--- src/rtl/cell_pos_fetch.sv ---
`default_nettype none
// +--------------------------------------------------------------------------+
// | cell_pos_fetch: credit-based read sequencer from a cell position memory   |
// | to a valid/ready position stream. Option macro: CELL_FETCH_SKIP_ZERO_EN.  |
// | Revision: 1.0                                                             |
// +--------------------------------------------------------------------------+
module cell_pos_fetch #(
  parameter int DATA_WIDTH   = 96,
  parameter int ADDR_WIDTH   = 8,
  parameter int PARTICLE_NUM = 220,
  parameter int RD_LATENCY   = 1,
  parameter int FIFO_DEPTH   = 4
) (
  input  logic                  clk,
  input  logic                  rst_n,
  input  logic                  start,
  input  logic [ADDR_WIDTH:0]   particle_count,
  output logic [ADDR_WIDTH-1:0] mem_address,
  output logic                  mem_rden,
  input  logic [DATA_WIDTH-1:0] mem_q,
  output logic                  out_valid,
  input  logic                  out_ready,
  output logic [31:0]           out_posx,
  output logic [31:0]           out_posy,
  output logic [31:0]           out_posz,
  output logic [ADDR_WIDTH-1:0] out_pid,
  output logic                  busy,
  output logic                  done
);

  localparam int c_PW = $clog2(FIFO_DEPTH);
  localparam int c_CW = c_PW + 1;
  localparam logic [c_CW:0]       c_DEPTH = (c_CW + 1)'(FIFO_DEPTH);
  localparam logic [ADDR_WIDTH:0] c_PNUM  = (ADDR_WIDTH + 1)'(PARTICLE_NUM);

  typedef enum logic [1:0] {
    S_IDLE  = 2'd0,
    S_FETCH = 2'd1,
    S_DRAIN = 2'd2
  } state_t;

  state_t                r_state;
  logic [ADDR_WIDTH-1:0] r_rd_ptr;
  logic [ADDR_WIDTH-1:0] r_last_ptr;
  logic                  r_busy;
  logic                  r_done;

  logic [RD_LATENCY-1:0] r_pipe_vld;
  logic [ADDR_WIDTH-1:0] r_pipe_pid [RD_LATENCY];

  logic [DATA_WIDTH-1:0] r_fifo_data [FIFO_DEPTH];
  logic [ADDR_WIDTH-1:0] r_fifo_pid  [FIFO_DEPTH];
  logic [c_PW-1:0]       r_wr_idx;
  logic [c_PW-1:0]       r_rd_idx;
  logic [c_CW-1:0]       r_occ;
  logic [c_CW-1:0]       r_inflight;

  logic                  w_issue;
  logic                  w_ret_vld;
  logic [ADDR_WIDTH-1:0] w_ret_pid;
  logic                  w_push;
  logic                  w_pop;
  logic                  w_full;
  logic                  w_drain_done;
  logic [ADDR_WIDTH:0]   w_count;

  // Credits cover both buffered entries and reads still in the memory pipeline.
  assign w_issue   = (r_state == S_FETCH) &&
                     (({1'b0, r_inflight} + {1'b0, r_occ}) < c_DEPTH);
  assign w_ret_vld = r_pipe_vld[RD_LATENCY-1];
  assign w_ret_pid = r_pipe_pid[RD_LATENCY-1];
  assign w_full    = (r_occ == c_DEPTH[c_CW-1:0]);
  assign w_pop     = out_valid && out_ready;
  assign w_count   = (particle_count > c_PNUM) ? c_PNUM : particle_count;

`ifdef CELL_FETCH_SKIP_ZERO_EN
  assign w_push = w_ret_vld && (mem_q != '0);
`else
  assign w_push = w_ret_vld;
`endif

  // No return can be pending once inflight is zero, so only the pop matters.
  assign w_drain_done = (r_inflight == '0) &&
                        ((r_occ == '0) || ((r_occ == c_CW'(1)) && w_pop));

  assign mem_rden    = w_issue;
  assign mem_address = r_rd_ptr;
  assign busy        = r_busy;
  assign done        = r_done;
  assign out_valid   = (r_occ != '0);
  assign out_posx    = out_valid ? r_fifo_data[r_rd_idx][31:0]  : 32'd0;
  assign out_posy    = out_valid ? r_fifo_data[r_rd_idx][63:32] : 32'd0;
  assign out_posz    = out_valid ? r_fifo_data[r_rd_idx][95:64] : 32'd0;
  assign out_pid     = out_valid ? r_fifo_pid[r_rd_idx]         : '0;

  always_ff @(posedge clk or negedge rst_n) begin
    if (!rst_n) begin
      r_state    <= S_IDLE;
      r_rd_ptr   <= '0;
      r_last_ptr <= '0;
      r_busy     <= 1'b0;
      r_done     <= 1'b0;
    end else begin
      r_done <= 1'b0;
      case (r_state)
        S_IDLE: begin
          if (start) begin
            if (particle_count == '0) begin
              r_done <= 1'b1;
            end else begin
              r_last_ptr <= ADDR_WIDTH'(w_count - 1'b1);
              r_rd_ptr   <= '0;
              r_busy     <= 1'b1;
              r_state    <= S_FETCH;
            end
          end
        end
        S_FETCH: begin
          if (w_issue) begin
            if (r_rd_ptr == r_last_ptr) r_state  <= S_DRAIN;
            else                        r_rd_ptr <= r_rd_ptr + 1'b1;
          end
        end
        S_DRAIN: begin
          if (w_drain_done) begin
            r_done  <= 1'b1;
            r_busy  <= 1'b0;
            r_state <= S_IDLE;
          end
        end
        default: r_state <= S_IDLE;
      endcase
    end
  end

  always_ff @(posedge clk or negedge rst_n) begin
    if (!rst_n) begin
      r_pipe_vld <= '0;
      for (int i = 0; i < RD_LATENCY; i++) r_pipe_pid[i] <= '0;
    end else begin
      r_pipe_vld[0] <= w_issue;
      r_pipe_pid[0] <= r_rd_ptr;
      for (int i = 1; i < RD_LATENCY; i++) begin
        r_pipe_vld[i] <= r_pipe_vld[i-1];
        r_pipe_pid[i] <= r_pipe_pid[i-1];
      end
    end
  end

  always_ff @(posedge clk or negedge rst_n) begin
    if (!rst_n) begin
      r_wr_idx   <= '0;
      r_rd_idx   <= '0;
      r_occ      <= '0;
      r_inflight <= '0;
    end else begin
      if (w_push) r_wr_idx <= r_wr_idx + 1'b1;
      if (w_pop)  r_rd_idx <= r_rd_idx + 1'b1;
      case ({w_push, w_pop})
        2'b10:   r_occ <= r_occ + c_CW'(1);
        2'b01:   r_occ <= r_occ - c_CW'(1);
        default: r_occ <= r_occ;
      endcase
      case ({w_issue, w_ret_vld})
        2'b10:   r_inflight <= r_inflight + c_CW'(1);
        2'b01:   r_inflight <= r_inflight - c_CW'(1);
        default: r_inflight <= r_inflight;
      endcase
    end
  end

  always_ff @(posedge clk) begin
    if (w_push) begin
      r_fifo_data[r_wr_idx] <= mem_q;
      r_fifo_pid[r_wr_idx]  <= w_ret_pid;
    end
  end

`ifndef SYNTHESIS
  a_no_overflow: assert property (@(posedge clk) disable iff (!rst_n)
    !(w_push && !w_pop && w_full));
`endif

endmodule
`default_nettype wire
--- config.mk ---
export PLATFORM = sky130hd
export DESIGN_NAME = cell_pos_fetch
export DESIGN_NICKNAME = d
export VERILOG_FILES = /design/src/rtl/cell_pos_fetch.sv
export SDC_FILE = /design/constraint.sdc
export NUM_CORES = 1
export LEC_CHECK = 0
export CAP_MARGIN = 30
export CORE_MARGIN = 2
export CORE_UTILIZATION = 50
export CTS_BUF_LIST = sky130_fd_sc_hd__clkbuf_2 sky130_fd_sc_hd__clkbuf_4 sky130_fd_sc_hd__clkbuf_8
export DETAILED_ROUTE_END_ITERATION = 16
export PLACE_DENSITY_LB_ADDON = 0.05
export SYNTH_ARGS = -nofsm -noshare
export SYNTH_HDL_FRONTEND = slang
export SYNTH_SLANG_ARGS = --single-unit
--- constraint.sdc ---
create_clock -name clk -period 4.7 [get_ports clk]
set_input_delay 0.47 -clock clk [delete_from_list [all_inputs] [get_ports clk]]
set_output_delay 0.47 -clock clk [all_outputs]
set_load 0.005 [all_outputs]
==> results_dict.tcl, run 1 <==
set metrics [dict create \
    powerDensity_nw_per_um2 631.6 \
    drt_first_pass_iters 4 \
    grtUsageMet1_pct 25.93 \
    avgSynthCellArea_um2 20.64 \
    tightest_slew_ns 0.8775 \
    yosys_warnings 0 \
    crit_type "reg -> out" \
    clk_latency_ns 0.60 \
    root_buffer "clkbuf_8" \
    worstHoldPathType "reg -> reg" \
    netlist_area_um2 17770 \
    skew_ns 0.01525 \
    slew_violations 0 \
    coreArea_um2 35310 \
    crit_path_end_kind "output port" \
    busiest_layer "met2" \
    grt_pass1_wl_um 53340 \
    core.rowCount 69 \
    remaining_drc_errors 0 \
    dieWidth_um 192.5 \
    status "complete, no violations" \
    syn_nets 985 \
    fp.dieH_um 192.5 \
    initial_core_util_pct 50.33 \
    drive_above_1_share_pct 20.59 \
    fin_crit_ns 3.570 \
    ys_ff_latch 455 \
    cts.clk_slew.worst_paths_ns 0.06 \
    track_usage_pct 19.41 \
    first_global_vias 9453 \
    cts.sinks 455 \
    grt_max_degree 69 \
    viasPerCell 5.355 \
    crit_buf_inv 2 \
    ys_seq_area_share_pct 75.78 \
    die-area_um2 37070 \
    crit_chain "buf_4 > mux4_2 > and2_1 > clkdlybuf4s50_1" \
    slew_headroom_pct 41.50 \
    worstPathArrival_ns 3.10 \
    cts_buffer_depth 3 \
    fin_ws_ns 1.130 \
    worst-r2r-setup-slack_ns 2.36 \
    vdd_drop_max_mv 0.3735 \
    r2r_end "r_occ[2]" \
    grt_overflow 0 \
    fmax_mhz 280.1 \
    critPathMaxStageDelay_ns 0.74 \
    worstReg2RegStart "r_occ[0]" \
    grtUsageMet3_pct 4.601 \
    area_growth_syn_to_layout_pct 23.48 \
    startpoint_type "flip-flop" \
    holdWs_ns 0.4889 \
    drv_cap 0 \
    num-nets-final 1260 \
    rsz0062_at_grt "no" \
    setup_viol 0 \
    htree_num_levels 3 \
    cts_made_buffers 74 \
    antenna_found_initial 2 \
    min_from "r_pipe_pid[1]" \
    vias 8820 \
    required_ns 4.23 \
    path_delay_family "buffers and inverters" \
    final-hold-violation-count 0 \
    ant_nets 0 \
    final_util_pct 62.16 \
    p_leak_nw 7.329 \
    slowest_stage "dfrtp_4" \
    reg2reg_depth 8 \
    path_max_fanout 24 \
    min_path_cells 0 \
    io-pin-count 225 \
    wirelength_um 34630 \
    synth_cells 861 \
    io_buffers 224 \
    place_worst_setup_slack_ns 1.681 \
    cts_tree "built" \
    synth.distinct_cells 46 \
    drt_iter0_markers 451 \
    finalSetupTns_ns 0 \
    wl_per_cell_um 21.03 \
    globalRouteMet2Util_pct 31.35 \
    min_period_over_period_pct 75.96 \
    gp_congestion 0.7116 \
    holdPathEnd "r_fifo_pid[1][1]" \
    hpwl_um 20030 \
]
final cells by class:
cell class	instances	area, um^2
diodes	1	2.502
clock buffers	97	1204
clock inverters	28	140.1
fillers	2585	13360
inverters	10	37.54
multi-input cells	358	4111
flip-flops and latches	455	13480
well taps	461	576.8
repair buffers	237	2400
synthesized netlist by cell type, drive strengths merged:
| cell type | n | area [um^2] |
|---|---|---|
| a21o | 1 | 7.510 |
| a21oi | 4 | 20.02 |
| a311oi | 1 | 8.760 |
| a31oi | 4 | 40.04 |
| a41o | 1 | 10.01 |
| and2 | 110 | 688.2 |
| and3 | 3 | 23.77 |
| and4 | 2 | 20.02 |
| buf | 19 | 102.6 |
| clkbuf | 19 | 71.32 |
| dfrtp | 39 | 975.9 |
| edfxtp | 416 | 12490 |
| fa | 1 | 20.02 |
| ha | 14 | 175.2 |
| inv | 10 | 37.53 |
| mux2 | 1 | 11.26 |
| mux2i | 4 | 40.04 |
| mux4 | 104 | 2342 |
| nand2 | 24 | 90.09 |
| nand2b | 7 | 51.30 |
| nand3 | 4 | 20.02 |
| nand3b | 1 | 7.510 |
| nand4 | 4 | 25.02 |
| nand4b | 1 | 8.760 |
| nor2 | 11 | 43.80 |
| nor2b | 1 | 6.260 |
| nor3 | 3 | 15.01 |
| nor4 | 4 | 55.05 |
| o21ai | 12 | 60.06 |
| o22a | 3 | 26.28 |
| o31ai | 3 | 22.52 |
| o41ai | 2 | 17.52 |
| or2 | 2 | 15.02 |
| or3 | 1 | 6.260 |
| or4 | 2 | 15.01 |
| xnor2 | 16 | 140.1 |
| xor2 | 7 | 61.31 |
registers in the layout, indices dropped and copies added (netlist names):
name         count
busy             1
done             1
r_pipe_vld       1
r_inflight       3
r_pipe_pid       8
r_wr_idx         2
mem_address      8
r_occ            3
r_state          2
r_fifo_pid      32
r_rd_idx         2
r_fifo_data    384
r_last_ptr       8
worst max-delay path by stage:
stage / from / end / cells past startpoint
2_1_floorplan: r_wr_idx[0] / r_fifo_data[0][0] / 3
3_3_place_gp: r_rd_idx[0] / out_pid[7] / 4
3_5_place_dp: r_rd_idx[0] / out_pid[7] / 4
4_1_cts: r_rd_idx[0] / out_pid[7] / 4
5_1_grt: r_rd_idx[0] / out_pid[7] / 4
6_report: r_rd_idx[0] / out_posx[16] / 4
placed cells by master (no fill, tap or decap), types with 8 or more instances in the layout:
| cell type | Yosys | routed |
|---|---|---|
| and2_1 | 110 | 106 |
| clkbuf_4 | 0 | 21 |
| clkbuf_8 | 0 | 76 |
| clkdlybuf4s50_1 | 0 | 223 |
| clkinv_1 | 0 | 14 |
| clkinv_2 | 0 | 8 |
| dfrtp_1 | 39 | 37 |
| edfxtp_1 | 416 | 416 |
| ha_1 | 14 | 14 |
| inv_1 | 9 | 9 |
| mux4_2 | 104 | 104 |
| nand2_1 | 24 | 24 |
| nor2_1 | 10 | 10 |
| o21ai_0 | 12 | 12 |
| xnor2_1 | 16 | 16 |
timing repair:
| action | 4_1_cts | 5_1_grt |
|---|---|---|
| hold endpoints to repair | 39 | 0 |
| hold buffers | 1 | 0 |
| resized for setup | 0 | 0 |
| setup buffers | 0 | 0 |
metrics by stage:
step / cell area (um^2) / instances / power, W
floorplan: 17770 / 861 / 0.008489
global placement: 20590 / 1520 / 0.01090
detailed placement: 20590 / 1520 / 0.01093
CTS: 21940 / 1646 / 0.01410
global route: 21940 / 1646 / 0.01467
finish: 21950 / 1647 / 0.01386
report_power, final:
group / switching (W) / leakage (nW) / internal, W
Combinational: 0.00205 / 2.35 / 0.00291
Sequential: 0.000450 / 4.27 / 0.00533
Clock: 0.00146 / 0.706 / 0.00167
Total: 0.00396 / 7.33 / 0.00990
metal layers:
| metal | wire length [um] | vias to the layer above |
|---|---|---|
| met1 | 15120 | 4515 |
| met5 | 30 | - |
| met3 | 2006 | 52 |
| li1 | - | 3997 |
| met2 | 16710 | 252 |
| met4 | 762 | 4 |
logic make-up (layout without fill, tap and decap cells):
group / Yosys count / count (layout) / synth area share [%]
and+or+nand+nor: 180 / 180 / 6.139
AOI/OAI and AO/OA: 31 / 31 / 1.197
other: 0 / 1 / 0
adders and majority gates: 15 / 15 / 1.098
DFF: 455 / 455 / 75.78
buffers and inverters: 48 / 372 / 1.190
xor gates and xnor gates: 23 / 23 / 1.133
muxes: 109 / 109 / 13.47
(Power assumes the default switching activity.)
==> inputs of run 2 (changes only) <==
==> constraint.sdc (replaced) <==
create_clock -name clk -period 3.1 [get_ports clk]
set_input_delay 0.31 -clock clk [delete_from_list [all_inputs] [get_ports clk]]
set_output_delay 0.31 -clock clk [all_outputs]
set_load 0.005 [all_outputs]
==> results_dict.tcl, run 2 (same netlist as run 1, synthesis figures left out) <==
set metrics [dict create \
    tightest_slew_ns 0.8867 \
    viasPerCell 5.369 \
    rsz0062_at_grt "no" \
    dpl_cell_area_um2 20790 \
    gp_congestion 0.7211 \
    drive_above_1_share_pct 21.64 \
    cts_buffer_depth 3 \
    grt_max_degree 63 \
    fmax_mhz 343.1 \
    vdd_drop_max_mv 0.4651 \
    vias 8913 \
    coreArea_um2 35310 \
    required_ns 2.79 \
    num-nets-final 1271 \
    drt_first_pass_iters 4 \
    track_usage_pct 19.16 \
    layout_common_cells "edfxtp_1, clkdlybuf4s50_1, and2_1, mux4_2, clkbuf_8" \
    htree_num_levels 3 \
    top_regs "r_fifo_data: 384 flops, r_fifo_pid: 32 flops" \
    globalRouteMet2Util_pct 32.76 \
    remaining_drc_errors 0 \
    ant_nets 0 \
    path_max_fanout 25 \
    crit_path_end_kind "output port" \
    cts_resized 0 \
    drv_cap 0 \
    crit_type "reg -> out" \
    grt_pass1_wl_um 52810 \
    root_buffer "clkbuf_8" \
    min_period_over_period_pct 94.02 \
    antenna_found_initial 2 \
    powerDensity_nw_per_um2 960.4 \
    slew_violations 0 \
    die-area_um2 37070 \
    finalSetupTns_ns 0 \
    grtUsageMet3_pct 4.837 \
    wirelength_um 34800 \
    cts.sinks 455 \
    startpoint_type "flip-flop" \
    cts_made_buffers 73 \
    hpwl_um 20880 \
    initial_core_util_pct 50.33 \
    largest_register_ffs 384 \
    worstPathArrival_ns 2.60 \
    skew_ns 0.02011 \
    clk_latency_ns 0.58 \
    core.rowCount 69 \
    fin_crit_ns 2.915 \
    grt_overflow 0 \
    finish.instance_area_um2 22190 \
    fp.dieH_um 192.5 \
    worstHoldPathType "in -> reg" \
    area_growth_syn_to_layout_pct 24.83 \
    wl_per_cell_um 20.97 \
    slew_headroom_pct 40.88 \
    first_global_vias 9559 \
    status "complete, no violations" \
    regMostFlops "r_fifo_data" \
    cts_tree "built" \
    dieWidth_um 192.5 \
    final_common_cell "edfxtp_1" \
    io_buffers 224 \
    grtUsageMet1_pct 24.29 \
    cts.clk_slew.worst_paths_ns 0.06 \
    drt_iter0_markers 509 \
    busiest_layer "met2" \
    io-pin-count 225 \
    final-hold-violation-count 0 \
    setup_viol 0 \
    p_leak_nw 7.450 \
]
[run 2: worst max-delay path: stages (launching register included)]
cell and delay, ns:
dfrtp_4 0.55, buf_12 0.27, mux4_2 0.53, and2_1 0.21, clkdlybuf4s50_1 0.46
[run 2: final cells by class]
| type | count | area (um^2) |
|---|---|---|
| diodes | 2 | 5.005 |
| clock buffers | 106 | 1265 |
| clock inverters | 19 | 100.1 |
| fillers | 2498 | 13120 |
| inverters | 10 | 37.54 |
| multi-input cells | 358 | 4111 |
| flip-flops and latches | 455 | 13480 |
| well taps | 461 | 576.8 |
| repair buffers | 249 | 2615 |
[run 2: worst paths after layout]
| kind | slack, ns | cells after the start | from | end |
|---|---|---|---|---|
| worst max-delay path | 0.19 | 4 | r_rd_idx[0] | out_posx[12] |
| worst max register to register | 0.79 | 10 | r_occ[1] | r_inflight[2] |
| worst min register to register | 0.49 | 0 | r_pipe_pid[3] | r_fifo_pid[2][3] |
| min in group asynchronous | 0.39 | 2 | rst_n | mem_address[5] |
| max in group asynchronous | 2.05 | 2 | rst_n | r_rd_idx[0] |
| worst min-delay path | 0.36 | 1 | mem_q[88] | r_fifo_data[3][88] |
[run 2: what timing repair did]
item / 4_1_cts / 5_1_grt
buffers inserted: 2 / 0
endpoints found under the setup margin: 66 / 0
endpoints found under the hold margin: 39 / 0
hold buffers: 1 / 0
[run 2: metrics by stage]
step,setup WS [ns],hold WS [ns],util (%),cells,power (W)
4_1_cts,0.09814,0.3049,62.82,1658,0.02171
3_3_place_gp,0.5463,0.4685,58.88,1530,0.01673
3_5_place_dp,0.5480,0.4795,58.88,1530,0.01680
6_report,0.1854,0.3572,62.83,1660,0.02131
5_1_grt,0.03202,0.3204,62.82,1658,0.02255
2_1_floorplan,0.7555,0.01441,-,861,0.01281
[run 2: routing by layer]
metal,vias to the layer above,routed length (um)
li1,4013,-
met1,4617,14390
met2,235,17690
met3,46,2156
met4,2,550
met5,-,13
[run 2: power breakdown]
group | switching (W) | internal (W)
Clock | 0.00218 | 0.00261
Sequential | 0.000545 | 0.00808
Combinational | 0.00326 | 0.00462
